[src/rtl/dmem_pkg.sv]
// dmem_pkg: shared definitions for the data-memory access unit.
//   state_t          - access FSM state encoding
//   ERR_DATA_DEFAULT - load data returned when a read times out
//   TO_CNT_W         - width of the REQ+WAIT timeout counter
package dmem_pkg;

  typedef enum logic [1:0] {
    IDLE = 2'd0,
    REQ  = 2'd1,
    WAIT = 2'd2,
    DONE = 2'd3
  } state_t;

  localparam logic [31:0] ERR_DATA_DEFAULT = 32'hDEADBEEF;
  localparam int          TO_CNT_W         = 10;

endpackage

[src/rtl/wait_counter.sv]
// wait_counter: clear/enable counter that flags the last allowed cycle of an
// access.
//   clock, reset - rising-edge clock, synchronous active-high reset
//   clear        - restart counting from zero
//   enable       - count this cycle (access is in REQ or WAIT)
//   tc           - high while enabled in the cycle whose increment makes the
//                  count reach TIMEOUT, i.e. the TIMEOUT-th busy cycle
module wait_counter
  import dmem_pkg::*;
#(
  parameter int TIMEOUT = 255
) (
  input  logic clock,
  input  logic reset,
  input  logic clear,
  input  logic enable,
  output logic tc
);

  logic [TO_CNT_W-1:0] count_r;

  // Busy-cycle counter; the FSM aborts before it could pass TIMEOUT.
  always_ff @(posedge clock) begin
    if (reset || clear) begin
      count_r <= {TO_CNT_W{1'b0}};
    end else if (enable) begin
      count_r <= count_r + {{(TO_CNT_W-1){1'b0}}, 1'b1};
    end
  end

  assign tc = enable && (count_r == TO_CNT_W'(TIMEOUT - 1));

endmodule

[src/rtl/dmem_access_unit.sv]
// dmem_access_unit: load/store stage between the single-cycle datapath and a
// data memory with a req/gnt/rvalid handshake that may insert wait states.
//   clock, reset        - rising-edge clock, synchronous active-high reset
//   memRead, memWrite   - access request from control (store wins if both)
//   addr, wData         - byte address and store data from the datapath
//   rData               - load data back to the datapath (held between loads)
//   stall               - hold PC / regfile while an access is in flight
//   misalign            - pulse: requested address not word aligned (dropped)
//   timeoutErr          - pulse in the DONE cycle of an aborted access
//   mReq, mWe, mAddr, mWData, mGnt, mRValid, mRData - memory handshake
module dmem_access_unit
  import dmem_pkg::*;
#(
  parameter int                ADDR_W   = 32,
  parameter int                DATA_W   = 32,
  parameter int                TIMEOUT  = 255,
  parameter logic [DATA_W-1:0] ERR_DATA = ERR_DATA_DEFAULT
) (
  input  logic              clock,
  input  logic              reset,
  input  logic              memRead,
  input  logic              memWrite,
  input  logic [ADDR_W-1:0] addr,
  input  logic [DATA_W-1:0] wData,
  output logic [DATA_W-1:0] rData,
  output logic              stall,
  output logic              misalign,
  output logic              timeoutErr,
  output logic              mReq,
  output logic              mWe,
  output logic [ADDR_W-1:0] mAddr,
  output logic [DATA_W-1:0] mWData,
  input  logic              mGnt,
  input  logic              mRValid,
  input  logic [DATA_W-1:0] mRData
);

  state_t            state_r;
  state_t            state_nxt_s;
  logic [ADDR_W-1:0] addr_r;
  logic [DATA_W-1:0] wdata_r;
  logic [DATA_W-1:0] rdata_r;
  logic              we_r;
  logic              timeout_err_r;

  logic valid_s;
  logic aligned_s;
  logic launch_s;
  logic complete_s;
  logic load_done_s;
  logic abort_s;
  logic busy_s;
  logic tc_s;

  assign valid_s   = memRead | memWrite;
  assign aligned_s = (addr[1:0] == 2'b00);
  assign busy_s    = (state_r == REQ) || (state_r == WAIT);

  wait_counter #(
    .TIMEOUT (TIMEOUT)
  ) u_wait_counter (
    .clock  (clock),
    .reset  (reset),
    .clear  (launch_s),
    .enable (busy_s),
    .tc     (tc_s)
  );

  // Next-state and handshake decode. A completion in the terminal cycle
  // takes precedence over the abort. A load granted in the terminal cycle
  // has not completed yet, so it is aborted.
  always_comb begin
    state_nxt_s = state_r;
    launch_s    = 1'b0;
    complete_s  = 1'b0;
    load_done_s = 1'b0;
    abort_s     = 1'b0;
    stall       = 1'b0;
    misalign    = 1'b0;
    mReq        = 1'b0;
    mWe         = 1'b0;
    case (state_r)
      IDLE: begin
        if (valid_s) begin
          if (aligned_s) begin
            launch_s    = 1'b1;
            stall       = 1'b1;
            state_nxt_s = REQ;
          end else begin
            misalign    = 1'b1;
          end
        end else begin
          stall = 1'b0;
        end
      end
      REQ: begin
        mReq  = 1'b1;
        mWe   = we_r;
        stall = 1'b1;
        if (mGnt) begin
          if (we_r) begin
            complete_s  = 1'b1;
            state_nxt_s = DONE;
          end else begin
            state_nxt_s = WAIT;
          end
        end else begin
          state_nxt_s = REQ;
        end
        if (tc_s && !complete_s) begin
          abort_s     = 1'b1;
          state_nxt_s = DONE;
        end else begin
          abort_s = 1'b0;
        end
      end
      WAIT: begin
        stall = 1'b1;
        if (mRValid) begin
          complete_s  = 1'b1;
          load_done_s = 1'b1;
          state_nxt_s = DONE;
        end else begin
          state_nxt_s = WAIT;
        end
        if (tc_s && !complete_s) begin
          abort_s     = 1'b1;
          state_nxt_s = DONE;
        end else begin
          abort_s = 1'b0;
        end
      end
      DONE: begin
        // Request inputs are still the retiring instruction's; do not relaunch.
        state_nxt_s = IDLE;
      end
      default: begin
        state_nxt_s = IDLE;
      end
    endcase
  end

  // FSM state, captured request, load data and timeout pulse registers.
  always_ff @(posedge clock) begin
    if (reset) begin
      state_r       <= IDLE;
      addr_r        <= {ADDR_W{1'b0}};
      wdata_r       <= {DATA_W{1'b0}};
      we_r          <= 1'b0;
      rdata_r       <= {DATA_W{1'b0}};
      timeout_err_r <= 1'b0;
    end else begin
      state_r       <= state_nxt_s;
      timeout_err_r <= abort_s;
      if (launch_s) begin
        addr_r  <= {addr[ADDR_W-1:2], 2'b00};
        wdata_r <= wData;
        we_r    <= memWrite;
      end
      if (load_done_s) begin
        rdata_r <= mRData;
      end else if (abort_s && !we_r) begin
        rdata_r <= ERR_DATA;
      end
    end
  end

  assign rData      = rdata_r;
  assign timeoutErr = timeout_err_r;
  assign mAddr      = addr_r;
  assign mWData     = wdata_r;

endmodule

[config.mk]
export PLATFORM = sky130hd
export DESIGN_NAME = dmem_access_unit
export DESIGN_NICKNAME = d
export VERILOG_FILES = /design/src/rtl/dmem_pkg.sv /design/src/rtl/wait_counter.sv /design/src/rtl/dmem_access_unit.sv
export SDC_FILE = /design/constraint.sdc
export NUM_CORES = 1
export LEC_CHECK = 0
export CAP_MARGIN = 15
export CORE_UTILIZATION = 31
export DETAILED_ROUTE_END_ITERATION = 12
export GPL_TIMING_DRIVEN = 0
export HOLD_SLACK_MARGIN = 0.05
export PLACE_DENSITY_LB_ADDON = 0.15
export SYNTH_ARGS = -nofsm -noshare
export SYNTH_HDL_FRONTEND = slang
export SYNTH_SLANG_ARGS = --single-unit
[constraint.sdc]
create_clock -name clock -period 2.2 [get_ports clock]
set_input_delay 0.55 -clock clock [delete_from_list [all_inputs] [get_ports clock]]
set_output_delay 0.55 -clock clock [all_outputs]
set_load 0.1 [all_outputs]
==> run metrics <==
status completed; Worst VDD drop roughly 520 µV; post-route setup TNS 0 ns; IO buf count about 200; Worst Path Buf+Inv 1; Crit Path Class flop to primary output; Post-synth EDFFs 0; drt drc 0; grt ovf 0; combinational power share between 20% and 30%; fin nets 826; hpwl dp approximately 9100 µm; Via density approximately 4.5; CP Capture Type primary output; fraction of layout cells with a size suffix above 1 under 10%; CTS tree built; htree depth 3; Required @ worst endpoint roughly 1.7 ns; Root Driver clkbuf_16; multi-input logic area approximately 1800 µm²; slowest CP cell dlygate4sd2_1; Synth Flop Type dfxtp_1; Cell Area, Placed between 6000 and 7000 µm²; Reg power frac a little over two fifths; ys async rst share 0%; die area 13870 µm²; wire per inst roughly 13 µm; Die W 117.8 µm; RSZ-0062 raised after global routing false; Unique masters post-synth 38; syn_area_per_cell 8.228 µm²; Min Hold Slack 0.4512 ns; Boundary Pins approximately 200; crit path time final 2.124 ns; P&R area growth vs syn 58.36%; First-pass DRT Iterations 4; Cells after Synth 505; leading area contributor after synthesis dfxtp_1; register area approximately 2200 µm²; DRT Wirelength about 12000 µm; Slew HR roughly a third; Clock Latency Late Sink approximately 0.35 ns; worst min-delay path category flop to flop; Pwr per Cell Area just over 700 nW/µm²; crit share post-route 96.54%; DRT antenna net count 0; vias post-DR ~4100; Max FO, Critical Path 2; TritonCTS buffer count 9; number of global-route vias before repair 3869; post-synth top area share 52.03%; Power, Total about 4800 µW; Layout Cells excl Fill approximately 900; Slew Limit Fails 0; switching share of power approximately a third; Max Cap Violations 0; Worst-Margin Slew 1.002 ns; Peak Freq between 400 and 500 MHz; starting density of the core around 32%; Seq/Total Area, Yosys 52.03%; cells along the critical path dlygate4sd2_1; Psw between 1500 and 2000 µW; first-pass GRT wire length a little under 20000 µm; row cnt 41; top cells by area, synth dfxtp_1 (52%), nand2_1 (12%), a21oi_1 (7.8%); Setup-failing EPs final 0; GP Congestion between 0.7 and 0.8; Die Ht 117.8 µm; Leak 0.002881 µW; crit path DAT 1.57 ns; Clock Power Share roughly a third; Sink Count approximately 110; Synth warnings 0; synthesized area between 4000 and 5000 µm²; CP delay by family, top buffers and inverters; Fill cells ~1300; post-layout instance area approximately 6600 µm²; hold_buf cts 0; clock skew roughly 0.009 ns; CORE AREA 12820 µm²; startpoint types flop; Fin. Hold Viols 0; Reg clk slew, reported paths roughly 0.070 ns; Total GRT Usage 17.47%; largest net degree at the start of global routing 17; CP max stage delay 0.88 ns; clk buf depth 2; synthesis-stage register bit count around 110; Placed Cells ~880; violation count after the first detailed-routing iteration around 170; initial antenna violation count 0; Internal Pwr Total between 3000 and 4000 µW; antenna cells 0
layer usage:
layer / global-route usage [%] / part of all wire (%) / vias to the layer above
met3: 7.607 / 8.3 / 6
li1: - / - / 2071
met5: 0 / 0 / -
met4: 4.567 / 0.57 / 0
met1: 20.84 / 44 / 1848
met2: 28.49 / 47 / 129
Yosys cell counts (2+ instances only):
library cell / number
a21oi_1: 65
buf_2: 9
buf_4: 2
buf_6: 2
clkbuf_1: 22
dfxtp_1: 108
ha_1: 6
inv_1: 12
nand2_1: 132
nand3_1: 2
nand3b_1: 8
nand4_1: 4
nor2_1: 67
nor2b_1: 3
nor3_1: 2
o21a_1: 24
o21ai_1: 2
o32ai_1: 8
xnor2_1: 4
xor2_1: 5
registers in the layout, summed over array words and instances, names as in the netlist, named ones only:
register                flops
u_wait_counter.count_r     10
state_r                     1
we_r                        1
mWData                     32
timeoutErr                  1
mAddr                      30
rData                      32
cell type report:
| cell class | count | share of cell area, % |
|---|---|---|
| Multi-Input combinational cell | 351 | 27.55 |
| Inverter | 12 | 0.6845 |
| Clock buffer | 13 | 3.955 |
| Sequential cell | 108 | 32.92 |
| Timing Repair Buffer | 203 | 28.92 |
| Tap cell | 172 | 3.271 |
| Clock inverter | 3 | 0.3233 |
| Buffer | 33 | 2.377 |
per-stage QoR:
step / utilization [%] / setup WS (ns)
floorplan: - / -0.1758
finish: 51.31 / 0.07621
CTS: 51.31 / -0.09064
global placement: 49.75 / -1.719
global route: 51.31 / 0.01555
detailed placement: 49.75 / -1.736
path summary, 6_finish.rpt:
kind | cells after the start | startpoint | slack (ns) | to
max | 1 | rData[22]$_SDFFE_PP0P_ | 0.08 | rData[22]
min reg2reg | 2 | mAddr[14]$_SDFFE_PP0P_ | 0.45 | mAddr[14]$_SDFFE_PP0P_
min | 2 | mAddr[14]$_SDFFE_PP0P_ | 0.45 | mAddr[14]$_SDFFE_PP0P_
max reg2reg | 6 | flop | 0.22 | rData[4]$_SDFFE_PP0P_
worst register-to-register path: stages (launching register included):
cell,delay (ns)
dfxtp_1,0.37
inv_2,0.08
ha_4,0.34
and4_4,0.27
nand4_4,0.13
nor2_1,0.49
o32ai_1,0.16
power groups by stage:
stage	Sequential (µW)	Combinational, µW	Clock (µW)
after global placement	2110	1170	0
final	2070	1160	1530
after floorplan	2550	349	0
after global routing	2080	1220	1660
after CTS	2070	1160	1600
after detailed placement	2120	1180	0
cells in the final DEF, fill, tap and decap left out, types with 3 or more instances in the layout:
cell type,instances
a21oi_1,65
o32ai_1,8
buf_2,9
inv_1,10
xor2_1,5
nand3b_1,8
dfxtp_1,107
dlygate4sd2_1,97
clkbuf_1,23
clkdlybuf4s50_1,96
xnor2_1,4
nor2b_1,3
o21a_1,24
buf_4,7
nand4_1,4
clkbuf_16,9
nand2_1,132
nor2_1,65
ha_1,4
kinds of logic after synthesis:
kind of cell,Yosys count,synth area share (%)
AOI/OAI and AO/OA,107,15.93
xor gates and xnor gates,9,1.897
adders and majority gates,6,1.807
buffers and inverters,47,5.058
DFF,108,52.03
other,1,0.09025
and+or+nand+nor,227,23.19
what timing repair did:
action / CTS / global route
buffers inserted: 2 / 2
pin swaps: 1 / 1
endpoints found under the hold margin: 0 / 0
endpoints found under the setup margin: 99 / 5
resized for setup: 130 / 5
cloned: 0 / 0
Power figures use the tool's default switching activity.
